### src/rtl/pattern_detector.sv
// pattern_detector
//   Serial bit-pattern detector with a programmable pattern and a saturating
//   match counter.
//
//   Ports
//     clk        clock, all state changes on the rising edge
//     rst        synchronous active-high reset
//     en         x carries a valid serial bit this cycle
//     x          serial data bit
//     pat_load   replace the active pattern with pat_in
//     pat_in     new pattern, bit PAT_LEN-1 is the first bit of the sequence
//     clr_cnt    clear the match counter
//     match      registered one-cycle pulse per detected pattern
//     match_cnt  registered saturating count of matches
//     pattern    currently active pattern
module pattern_detector #(
  parameter int                 PAT_LEN = 4,
  parameter int                 CNT_W   = 8,
  parameter int                 OVERLAP = 1,
  parameter logic [PAT_LEN-1:0] PAT_RST = 4'b1101
) (
  input  logic               clk,
  input  logic               rst,
  input  logic               en,
  input  logic               x,
  input  logic               pat_load,
  input  logic [PAT_LEN-1:0] pat_in,
  input  logic               clr_cnt,
  output logic               match,
  output logic [CNT_W-1:0]   match_cnt,
  output logic [PAT_LEN-1:0] pattern
);

  // fill counts valid history bits; it stops at PAT_LEN-1 ("history full").
  localparam int            FW       = $clog2(PAT_LEN);
  localparam logic [FW-1:0] FILL_MAX = FW'(PAT_LEN - 1);

  logic [PAT_LEN-2:0] hist_r;
  logic [FW-1:0]      fill_r;
  logic [PAT_LEN-1:0] pattern_r;
  logic               match_r;
  logic [CNT_W-1:0]   match_cnt_r;

  logic [PAT_LEN-1:0] window_s;
  logic               full_s;
  logic               hit_s;

  // Match condition: a full window equal to the pattern. A pattern load in
  // the same cycle discards the incoming bit, so it suppresses the hit.
  always_comb begin
    window_s = {hist_r, x};
    full_s   = (fill_r == FILL_MAX);
    hit_s    = en & ~pat_load & full_s & (window_s == pattern_r);
  end

  // Pattern, history, match pulse and counter state.
  always_ff @(posedge clk) begin
    if (rst) begin
      pattern_r   <= PAT_RST;
      hist_r      <= '0;
      fill_r      <= '0;
      match_r     <= 1'b0;
      match_cnt_r <= '0;
    end else begin
      match_r <= hit_s;

      // A clear coinciding with a hit counts that hit, so the result is 1.
      if (clr_cnt) begin
        match_cnt_r <= hit_s ? CNT_W'(1'b1) : '0;
      end else if (hit_s && (match_cnt_r != {CNT_W{1'b1}})) begin
        match_cnt_r <= match_cnt_r + CNT_W'(1'b1);
      end else begin
        match_cnt_r <= match_cnt_r;
      end

      if (pat_load) begin
        pattern_r <= pat_in;
        fill_r    <= '0;
      end else if (en) begin
        // History always shifts; in non-overlapping mode its contents are
        // irrelevant after a hit because fill restarts from zero.
        hist_r <= window_s[PAT_LEN-2:0];
        if (hit_s && (OVERLAP == 0)) begin
          fill_r <= '0;
        end else if (full_s) begin
          fill_r <= fill_r;
        end else begin
          fill_r <= fill_r + FW'(1'b1);
        end
      end else begin
        fill_r <= fill_r;
      end
    end
  end

  assign match     = match_r;
  assign match_cnt = match_cnt_r;
  assign pattern   = pattern_r;

endmodule

### config.mk
export PLATFORM = sky130hd
export DESIGN_NAME = pattern_detector
export DESIGN_NICKNAME = d
export VERILOG_FILES = /design/src/rtl/pattern_detector.sv
export SDC_FILE = /design/constraint.sdc
export NUM_CORES = 1
export LEC_CHECK = 0
export ABC_AREA = 0
export CORE_UTILIZATION = 45
export DETAILED_ROUTE_END_ITERATION = 12
export HOLD_SLACK_MARGIN = 0.06
export PLACE_DENSITY = 0.74
export SYNTH_ARGS = -nofsm -noshare
export SYNTH_HDL_FRONTEND = slang
export SYNTH_SLANG_ARGS = --single-unit
### constraint.sdc
create_clock -name clk -period 1.8 [get_ports clk]
set_input_delay 0.36 -clock clk [delete_from_list [all_inputs] [get_ports clk]]
set_output_delay 0.36 -clock clk [all_outputs]
set_load 0.005 [all_outputs]
==> results.json <==
{
  "status": "finished clean",
  "clockBufferDepth": 2,
  "layout.cells.non_filler": 148,
  "yosysMostFrequentCell": "dfxtp_1",
  "rows": 15,
  "slowest_stage": "clkdlybuf4s50_1",
  "drtPass1Iterations": 4,
  "drv_cap": 0,
  "pwr_density_cell_nw_per_um2": 616,
  "synth_area_leader_cell": "dfxtp_1",
  "synth-async-reset-ratio": 0,
  "critical_path_class": "flop to output pin",
  "worst_pin_slew_ps": 324,
  "ys_top_cells_by_area": "dfxtp_1, mux2i_1, nor2b_1",
  "crit_required_ps": 1440,
  "drtIter0Drc": 11,
  "core_area_um2": 1820,
  "p_leak_nw": 0.465,
  "intPower_mw": 0.593,
  "globalRouteMet2Util": 0.350,
  "synth-edff-count": 0,
  "via_per_inst": 5.61,
  "hold_viol": 0,
  "cts_tree": "built",
  "dp.cells": 144,
  "grt_busiest_layer": "met2",
  "drv_slew": 0,
  "n_antenna_cell": 0,
  "synthTopCellsByCount": "dfxtp_1, nor2_1, nor2b_1",
  "ctsHoldBuffers": 0,
  "via_count": 831,
  "synth_xor_xnor_area_share": 0.0848,
  "timing.final.crit_share": 0.913,
  "insertion_delay_ps": 290,
  "routed_wl_um": 1820,
  "final_nets": 136,
  "setup_violations": 0,
  "io_buffers": 22,
  "wl_per_cell_um": 12.3,
  "io_pins": 23,
  "grt_max_degree": 14,
  "synth_nets": 104,
  "postLayoutCoreUtil": 0.687,
  "slowest_delay_ps": 540,
  "synth_top_family_by_area": "simple AND/OR/NAND/NOR gates",
  "use_met3": 0.0231,
  "drc_errors": 0,
  "cts_resized": 0,
  "synth_seq_area_share": 0.394,
  "grt_pass1_wl_um": 2950,
  "synthMuxAreaShare": 0.0657,
  "p_seq_frac": 0.543,
  "die_area_um2": 2220,
  "layout-drive-gt1-share": 0.171,
  "post_cts_buffers": 0,
  "cts.clk_slew.worst_paths_ps": 110,
  "timing.fmax_mhz": 608,
  "grt_pass1_vias": 727,
  "p_sw_frac": 0.230,
  "netlist.area_leader.share": 0.394,
  "ant_nets": 0,
  "grt.overflow.total": 0,
  "ys_seq_elements": 18,
  "cts-root-buf": "clkbuf_4",
  "grt_use_total": 0.189,
  "syn_area_um2": 915,
  "critPathTopFamily": "buffers and inverters",
  "synthCells": 92,
  "power_mw": 0.770,
  "post-route-min-period_ps": 1640,
  "clockPowerShare": 0.324,
  "critPathMaxFanout": 3,
  "cts-buffers-inserted": 3,
  "cts.htree.levels": 1,
  "synth_fa_ha_area_frac": 0.0274,
  "avgSynthCellArea_um2": 9.94,
  "syn2layout_area_growth_pct": 36.8,
  "gp_congestion": 0.900,
  "die_x_um": 47.1,
  "start_kind": "flop",
  "rsz0062_at_grt": "no",
  "ir_worst_vdd_v": 0.000478,
  "crit_buf_inv": 1,
  "synth_compound_gate_area_share": 0.176,
  "synth-main-ff-cell": "dfxtp_1",
  "initial_core_util": 0.502,
  "grt_util_met1": 0.215,
  "hold_class": "flop to flop",
  "dpl_worst_slack_ps": -121,
  "p_switching_mw": 0.177,
  "synth_simple_gate_area_frac": 0.235,
  "clock_skew_ps": 4.79,
  "clock-sinks": 18,
  "crit_chain": "clkdlybuf4s50_1",
  "hpwlAfterDp_um": 1410,
  "pwr-share-comb": 0.133,
  "yosysUniqueCellTypes": 37,
  "cp.arrival_ps": 1280,
  "setup_slack_ps": 157,
  "antenna_found_initial": 0,
  "fp.dieH_um": 47.1,
  "slew_headroom": 0.782,
  "cp-end-kind": "output pin",
  "yosysWarningCount": 0
}
[through the flow]
| step | TNS [ps] | area (um^2) | hold WS (ps) |
|---|---|---|---|
| final | 0 | 1250 | 518 |
| after global routing | 0 | 1250 | 560 |
| after CTS | 0 | 1250 | 524 |
| after detailed placement | -335 | 1210 | 509 |
| after global placement | -180 | 1210 | 510 |
| after floorplan | 0 | 915 | 459 |
[sequential cells by signal, summed over array words and instances, names as in the netlist]
signal	flops
match	1
pattern	4
fill_r	2
match_cnt	8
hist_r	3
[area by class of cell]
cell class	count	area, um^2
clock buffers	4	36.3
fillers	159	569
inverters	1	3.75
multi-input cells	70	539
flip-flops and latches	18	360
well taps	25	31.3
repair buffers	30	280
[power by group through the flow]
stage                     Combinational, mW  Sequential, mW  Clock (mW)
after floorplan                      0.0504           0.427           0
after global placement                0.100           0.427           0
after detailed placement              0.103           0.428           0
after CTS                             0.103           0.419       0.260
after global routing                  0.110           0.420       0.275
final                                 0.103           0.418       0.250
[worst paths after layout]
path,startpoint,endpoint,slack (ps),cells past startpoint
worst min register to register,match_cnt[6]$_SDFFE_PP0P_,match_cnt[6]$_SDFFE_PP0P_,520,1
worst max-delay path,pattern[2]$_SDFFE_PP1P_,pattern[2],160,1
worst max register to register,match_cnt[0]$_SDFFE_PP0P_,match_cnt[4]$_SDFFE_PP0P_,190,5
worst min-delay path,match_cnt[6]$_SDFFE_PP0P_,match_cnt[6]$_SDFFE_PP0P_,520,1
[kinds of logic (layout without fill, tap and decap cells)]
family          count (synthesis)  after routing
buf+inv                         4             35
mux                             6              6
simple gates                   37             37
compound gates                 20             20
flops                          18             18
fa+ha+maj                       2              2
xor+xnor                        5              5
[placed cells by master, fill, tap and decap left out, types with 3 or more instances in the layout]
cell / synthesis / routed
clkdlybuf4s50_1: 0 / 22
dfxtp_1: 18 / 18
buf_4: 0 / 8
nor2b_1: 7 / 7
nor2_1: 7 / 7
mux2i_1: 6 / 6
nand2_1: 4 / 4
a21oi_1: 4 / 4
a211o_1: 3 / 3
nand3_1: 3 / 3
clkbuf_4: 0 / 3
[per-layer routing]
| layer | wire, um | share of wire |
|---|---|---|
| met1 | 772 | 0.42 |
| met2 | 975 | 0.54 |
| met3 | 60 | 0.033 |
| met4 | 13 | 0.0071 |
| met5 | 0 | 0 |
No activity file was read; power rests on OpenSTA's default activity.
